$ cat config.mk
export PLATFORM = sky130hd
export DESIGN_NAME = adder_bist_32u
export DESIGN_NICKNAME = d
export VERILOG_FILES = /design/src/rtl/adder_bist_pkg.sv /design/src/rtl/lfsr32.sv /design/src/rtl/adder_bist_32u.sv
export SDC_FILE = /design/constraint.sdc
export NUM_CORES = 1
export LEC_CHECK = 0
export CORE_UTILIZATION = 47
export DETAILED_ROUTE_END_ITERATION = 16
export PLACE_DENSITY = 0.77
export SETUP_SLACK_MARGIN = 0.4
export SLEW_MARGIN = 20
export SYNTH_ARGS = -nofsm -noshare
export SYNTH_HDL_FRONTEND = slang
export SYNTH_HIERARCHICAL = 1
export SYNTH_SLANG_ARGS = --single-unit
$ cat constraint.sdc
create_clock -name clk -period 5.7 [get_ports clk]
set_clock_uncertainty 0.05 [all_clocks]
set_input_delay 0.57 -clock clk [delete_from_list [all_inputs] [get_ports clk]]
set_output_delay 0.57 -clock clk [all_outputs]
set_load 0.02 [all_outputs]
$ cat src/rtl/adder_bist_pkg.sv
// Shared types and constants for the 32-bit adder BIST controller.
package adder_bist_pkg;

  typedef enum logic [1:0] {
    IDLE  = 2'd0,
    RUN   = 2'd1,
    DRAIN = 2'd2,
    DONE  = 2'd3
  } state_t;

  typedef struct packed {
    logic [31:0] a;
    logic [31:0] b;
  } vec_t;

  localparam logic [31:0] LFSR_TAPS = 32'h8020_0003;
  localparam logic [31:0] SEED_SUB  = 32'h0000_0001;

  // Corner vectors: full carry ripple, max+max, all zero.
  localparam vec_t CORNER0 = '{a: 32'hFFFF_FFFF, b: 32'h0000_0001};
  localparam vec_t CORNER1 = '{a: 32'hFFFF_FFFF, b: 32'hFFFF_FFFF};
  localparam vec_t CORNER2 = '{a: 32'h0000_0000, b: 32'h0000_0000};

  function automatic logic [31:0] nonzero_seed(input logic [31:0] v);
    return (v == 32'h0) ? SEED_SUB : v;
  endfunction

endpackage

$ cat src/rtl/lfsr32.sv
// 32-bit right-shifting Galois LFSR with synchronous load and advance enable.
module lfsr32
  import adder_bist_pkg::*;
(
  input  logic        clk,
  input  logic        rst_n,
  input  logic        load,
  input  logic [31:0] load_val,
  input  logic        en,
  output logic [31:0] q
);

  always_ff @(posedge clk) begin
    if (!rst_n)
      q <= SEED_SUB;
    else if (load)
      q <= load_val;
    else if (en)
      q <= (q >> 1) ^ (q[0] ? LFSR_TAPS : 32'h0);
  end

endmodule

$ cat src/rtl/adder_bist_32u.sv
// BIST controller: drives corner + LFSR vectors into a pipelined adder and
// checks the returned sum/carry against a delayed expected-value pipeline.
//
// state | meaning
// IDLE  | waiting for start after reset
// RUN   | one vector issued per cycle
// DRAIN | LAT+1 cycles letting in-flight compares finish
// DONE  | results held until the next accepted start
module adder_bist_32u
  import adder_bist_pkg::*;
#(
  parameter int WIDTH = 32,
  parameter int LAT   = 2,
  parameter int CNTW  = 16
) (
  input  logic             clk,
  input  logic             rst_n,
  input  logic             start,
  input  logic [CNTW-1:0]  num_vectors,
  input  logic [WIDTH-1:0] seed,
  output logic [WIDTH-1:0] dut_a,
  output logic [WIDTH-1:0] dut_b,
  input  logic [WIDTH-1:0] dut_sum,
  input  logic             dut_cout,
  output logic             busy,
  output logic             done,
  output logic             pass,
  output logic [CNTW-1:0]  err_count,
  output logic [CNTW-1:0]  first_fail_idx
);

  state_t          state, state_nxt;
  logic [CNTW-1:0] nv_q, vec_idx, issue_idx, drain_cnt;
  logic            accept, issue, lfsr_en;
  logic [31:0]     lfsr_a_q, lfsr_b_q;
  logic [WIDTH-1:0] a_sel, b_sel;
  logic [WIDTH:0]  exp_sum;

  logic [WIDTH:0]  exp_q [LAT+1];
  logic [CNTW-1:0] idx_q [LAT+1];
  logic [LAT:0]    vld_q;
  logic            mismatch;

  assign accept = start && (state == IDLE || state == DONE);

  always_comb begin
    state_nxt = state;
    issue     = 1'b0;
    issue_idx = vec_idx + CNTW'(1);
    case (state)
      IDLE, DONE: begin
        if (start) begin
          if (num_vectors == '0) begin
            state_nxt = DONE;
          end else begin
            state_nxt = RUN;
            issue     = 1'b1;
            issue_idx = '0;
          end
        end
      end
      RUN: begin
        if (vec_idx == nv_q - CNTW'(1)) state_nxt = DRAIN;
        else                            issue = 1'b1;
      end
      DRAIN: begin
        if (drain_cnt == '0) state_nxt = DONE;
      end
      default: state_nxt = IDLE;
    endcase
  end

  always_comb begin
    a_sel   = lfsr_a_q[WIDTH-1:0];
    b_sel   = lfsr_b_q[WIDTH-1:0];
    lfsr_en = 1'b0;
    if (issue_idx == CNTW'(0)) begin
      a_sel = CORNER0.a[WIDTH-1:0];
      b_sel = CORNER0.b[WIDTH-1:0];
    end else if (issue_idx == CNTW'(1)) begin
      a_sel = CORNER1.a[WIDTH-1:0];
      b_sel = CORNER1.b[WIDTH-1:0];
    end else if (issue_idx == CNTW'(2)) begin
      a_sel = CORNER2.a[WIDTH-1:0];
      b_sel = CORNER2.b[WIDTH-1:0];
    end else begin
      lfsr_en = issue;
    end
    exp_sum = {1'b0, a_sel} + {1'b0, b_sel};
  end

  lfsr32 u_lfsr_a (
    .clk      (clk),
    .rst_n    (rst_n),
    .load     (accept),
    .load_val (nonzero_seed(32'(seed))),
    .en       (lfsr_en),
    .q        (lfsr_a_q)
  );

  lfsr32 u_lfsr_b (
    .clk      (clk),
    .rst_n    (rst_n),
    .load     (accept),
    .load_val (nonzero_seed(32'(~seed))),
    .en       (lfsr_en),
    .q        (lfsr_b_q)
  );

  always_ff @(posedge clk) begin
    if (!rst_n) begin
      state     <= IDLE;
      nv_q      <= '0;
      vec_idx   <= '0;
      drain_cnt <= '0;
      dut_a     <= '0;
      dut_b     <= '0;
    end else begin
      state <= state_nxt;
      if (accept) nv_q <= num_vectors;
      if (issue)  vec_idx <= issue_idx;
      if (state == RUN && state_nxt == DRAIN)
        drain_cnt <= CNTW'(LAT);
      else if (state == DRAIN && drain_cnt != '0)
        drain_cnt <= drain_cnt - CNTW'(1);
      dut_a <= issue ? a_sel : '0;
      dut_b <= issue ? b_sel : '0;
    end
  end

  // Only the valid bits need reset; data stages are qualified by them.
  always_ff @(posedge clk) begin
    if (!rst_n)
      vld_q <= '0;
    else
      vld_q <= {vld_q[LAT-1:0], issue};
  end

  always_ff @(posedge clk) begin
    exp_q[0] <= exp_sum;
    idx_q[0] <= issue_idx;
    for (int i = 1; i <= LAT; i++) begin
      exp_q[i] <= exp_q[i-1];
      idx_q[i] <= idx_q[i-1];
    end
  end

  assign mismatch = vld_q[LAT] && ({dut_cout, dut_sum} != exp_q[LAT]);

  always_ff @(posedge clk) begin
    if (!rst_n) begin
      err_count      <= '0;
      first_fail_idx <= '1;
    end else if (accept) begin
      err_count      <= '0;
      first_fail_idx <= '1;
    end else if (mismatch) begin
      if (err_count != '1)      err_count      <= err_count + CNTW'(1);
      if (first_fail_idx == '1) first_fail_idx <= idx_q[LAT];
    end
  end

  assign busy = (state == RUN) || (state == DRAIN);
  assign done = (state == DONE);
  assign pass = done && (err_count == '0);

endmodule

==> metrics <==
status complete, no violations; Post-synth EDFFs 0; post-route minimum period 5110 ps; Switching Share between 30% and 40%; Logic pwr share 49.6%; htree depth 2; vias in the first global route approximately 11000; Register Area 7210 sq um; ANT nets after route 0; worst path cell trace nand4_1 -> buf_4 -> nor3_2 -> nor3_1 -> a31o_1 -> a41oi_2 -> o21bai_4 -> buf_4 -> a21o_1 -> ha_1 -> fa_1 -> a21o_1 -> a221oi_4 -> o21ai_0 -> a41oi_1 -> a31oi_1 -> a31oi_1 -> o21ai_0 -> a31o_2; RSZ-0062 raised after global routing true; Worst slew margin 36.7%; drt first pass iters 8; CP Launch Type flip-flop; WP data required about 6100 ps; Filler cells between 2000 and 3000; Layout area overhead 22.1%; Initial Util 48.1%; Switch Pwr 0.00497 W; DIE HEIGHT 182 um; vias per cell 5.38; share of the synthesized area in the top cell type 47.2%; total CTS buffers 37; smallest hold slack 272 ps; via count 12100; CP delay by family, top compound AO/OA/AOI/OAI gates; Root Driver clkbuf_16; syn nets around 1800; fraction of registers with async set or reset after synthesis 0%; first-iteration detailed-routing DRC count approximately 1100; arrival time worst endpoint 5470 ps; initial antenna violation count 0; max-slew violation count 0; global-route wire length before repair 61700 um; Core ar. 31800 sq um; Final Core Density between 50% and 60%; Reg power frac 30.5%; final net count 1923; Yosys top cell by area dfxtp_1; area occupied by multi-input gates slightly above 7000 sq um; flops & latches, synth 360; RePlAce Congestion just over 0.9; Synth Instances 1664; Area after DPL 17200 sq um; YS warnings 6; kind of critical path reg -> reg; PortBufs between 150 and 200; # rows 65; period utilization 89.6%; Worst-Margin Slew 949 ps; clock power share 20.0%; # IOs 183; Tot GR Track Use 23.3%; CP bufs+invs 2; clk buf depth 3; Crit Path Max Fanout 9; hpwl dp 28500 um; Hold Buf Count CTS 0; Design Area, Final 18700 sq um; # clock sinks between 300 and 400; Post-Syn Area ~15000 sq um; pwr dens about 670 nW/um^2; setup violators final 0; DIE AREA 33200 sq um; post-synthesis cell type count 77; layout cells sized above 1 around 7.3%; slowest stage delay, CP 540 ps; Clock Pin Slew Worst Setup and Hold Paths 60 ps; Remaining DRCs 0; Worst Hold Class reg -> reg; nature of the critical path endpoint flip-flop; peak supply drop around 320 uV; Inserted Diodes 0; Max Cap Viol 0; Slowest cell on crit path dfxtp_1; final WL 39500 um; total gr overflow 0; CTS tree yes; Post-synth top flop dfxtp_1; routed len/inst 17.5 um; leak pwr approximately 7.4 nW; Int Power 0.00750 W; pin count of the biggest net entering global routing 127; fmax 196 MHz; Final Hold Violating Endpoints 0; sequential area share after synthesis roughly 47%; top cells by area, synth dfxtp_1 (47%), mux2i_1 (4.0%), xnor2_1 (4.0%), nor2_1 (3.5%), nand2_1 (3.3%); die extent in x 182 um; Clock Latency Late Sink 520 ps; Syn Area/Cell 9.18 sq um
## synth_stat cells (9+ instances only)
cell type    n
a31oi_1     11
a21boi_0    17
dfxtp_1    360
and2_1      66
inv_1       51
nor3_1      24
xor2_1      56
a21boi_1    15
o21ai_1     50
nand2_1    136
or4_1        9
nand4_1     35
xnor2_1     69
o21ai_0     60
nor2_1     142
clkbuf_1    73
nand3_1     25
buf_2       35
a21o_1      51
and3_1      40
mux2i_1     61
nor4_1      35
or3_1       12
a21oi_1     68
ha_1        40
## per-layer routing
layer  wire (um)  vias up  GRT usage (%)
li1            -     5955              -
met1       18800     5643           34.8
met4        1220        0           8.20
met3        2700       82           3.19
met5           0        -              0
met2       16800      462           34.2
## kinds of logic (layout without fill, tap and decap cells)
kind of cell               Yosys count  after routing  share of synthesized area [%]
AOI/OAI and AO/OA                  332            332                           13.8
xor gates and xnor gates           125            125                           7.17
adders and majority gates           41             41                           3.41
buffers and inverters              182            341                           5.80
DFF                                360            360                           47.2
muxes                               62             62                           4.07
and+or+nand+nor                    562            562                           18.6
## layout by cell type, fill, tap and decap left out, types with 4 or more instances in the layout
| cell type | netlist | layout |
|---|---|---|
| a41oi_1 | 6 | 6 |
| a21boi_1 | 15 | 15 |
| nor2b_1 | 7 | 7 |
| or4_1 | 9 | 9 |
| nand2_1 | 136 | 136 |
| o21ai_0 | 60 | 60 |
| nor3_1 | 24 | 24 |
| nand3_1 | 25 | 23 |
| dfxtp_1 | 360 | 358 |
| a211oi_1 | 7 | 6 |
| clkinv_2 | 0 | 6 |
| o21ai_1 | 50 | 50 |
| and2_1 | 66 | 66 |
| o21a_1 | 7 | 7 |
| xor2_1 | 56 | 56 |
| mux2i_1 | 61 | 61 |
| xnor2_1 | 69 | 69 |
| ha_1 | 40 | 39 |
| nand4_1 | 35 | 35 |
| nand2b_1 | 6 | 6 |
| and4_1 | 4 | 4 |
| or3_1 | 12 | 12 |
| clkbuf_8 | 0 | 4 |
| clkdlybuf4s50_1 | 0 | 181 |
| a21boi_0 | 17 | 17 |
| clkbuf_16 | 0 | 38 |
| nor2_1 | 142 | 141 |
| a21o_1 | 51 | 51 |
| inv_1 | 51 | 51 |
| a31o_1 | 6 | 6 |
| nor4_1 | 35 | 33 |
| bufinv_16 | 0 | 5 |
| clkbuf_1 | 73 | 4 |
| clkinvlp_4 | 0 | 5 |
| a21oi_1 | 68 | 68 |
| a31oi_1 | 11 | 11 |
| buf_4 | 4 | 38 |
| and3_1 | 40 | 40 |
## sequential cells by signal (all words and copies together) (netlist names)
register	flops
drain_cnt	16
dut_a	32
dut_b	32
err_count	16
exp_q	99
first_fail_idx	16
idx_q	48
nv_q	16
state	2
u_lfsr_a/q	32
u_lfsr_b/q	32
vec_idx	16
vld_q	3
## layout make-up
| class | instances | share of cell area [%] |
|---|---|---|
| clock buffer | 46 | 5.47 |
| clock inverter | 18 | 1.32 |
| inverter | 53 | 1.07 |
| multi-input combinational | 1122 | 38.9 |
| sequential | 360 | 38.7 |
| tap | 435 | 2.92 |
| timing repair buffer | 224 | 11.7 |
## timing repair
action	in CTS	in global routing
resized for setup	3	7
setup buffers	1	9
setup endpoints to repair	5	10
pin swaps	1	4
## power by group through the flow
stage	clock [W]	sequential (W)	combinational (W)
CTS	0.00253	0.00380	0.00597
detailed placement	0	0.00384	0.00591
floorplan	0	0.00394	0.00408
global route	0.00264	0.00388	0.00670
global placement	0	0.00382	0.00582
finish	0.00249	0.00380	0.00618
## through the flow
step	setup WS (ps)	total power (W)	setup TNS (ps)	std cells
2_1_floorplan	787	0.00802	0	1664
3_3_place_gp	32.2	0.00964	0	2184
3_5_place_dp	-130	0.00975	-164	2184
4_1_cts	406	0.0123	0	2249
5_1_grt	336	0.0132	0	2258
6_report	591	0.0125	0	2258
## worst register-to-register path: cells and delay by family (launching register included)
kind	cells	cell delay [ps]
AOI/OAI and AO/OA	12	2710
buffers and inverters	2	370
adders and majority gates	2	630
DFF	1	540
and+or+nand+nor	3	710
## final timing paths
path,start,end,slack (ps),cells after the start
min,exp_q[0][26],exp_q[0][59],270,0
min reg2reg,exp_q[0][26],exp_q[0][59],270,0
max,vec_idx[3],exp_q[0][32],590,19
max reg2reg,vec_idx[3],exp_q[0][32],590,19
(Power assumes the default switching activity.)
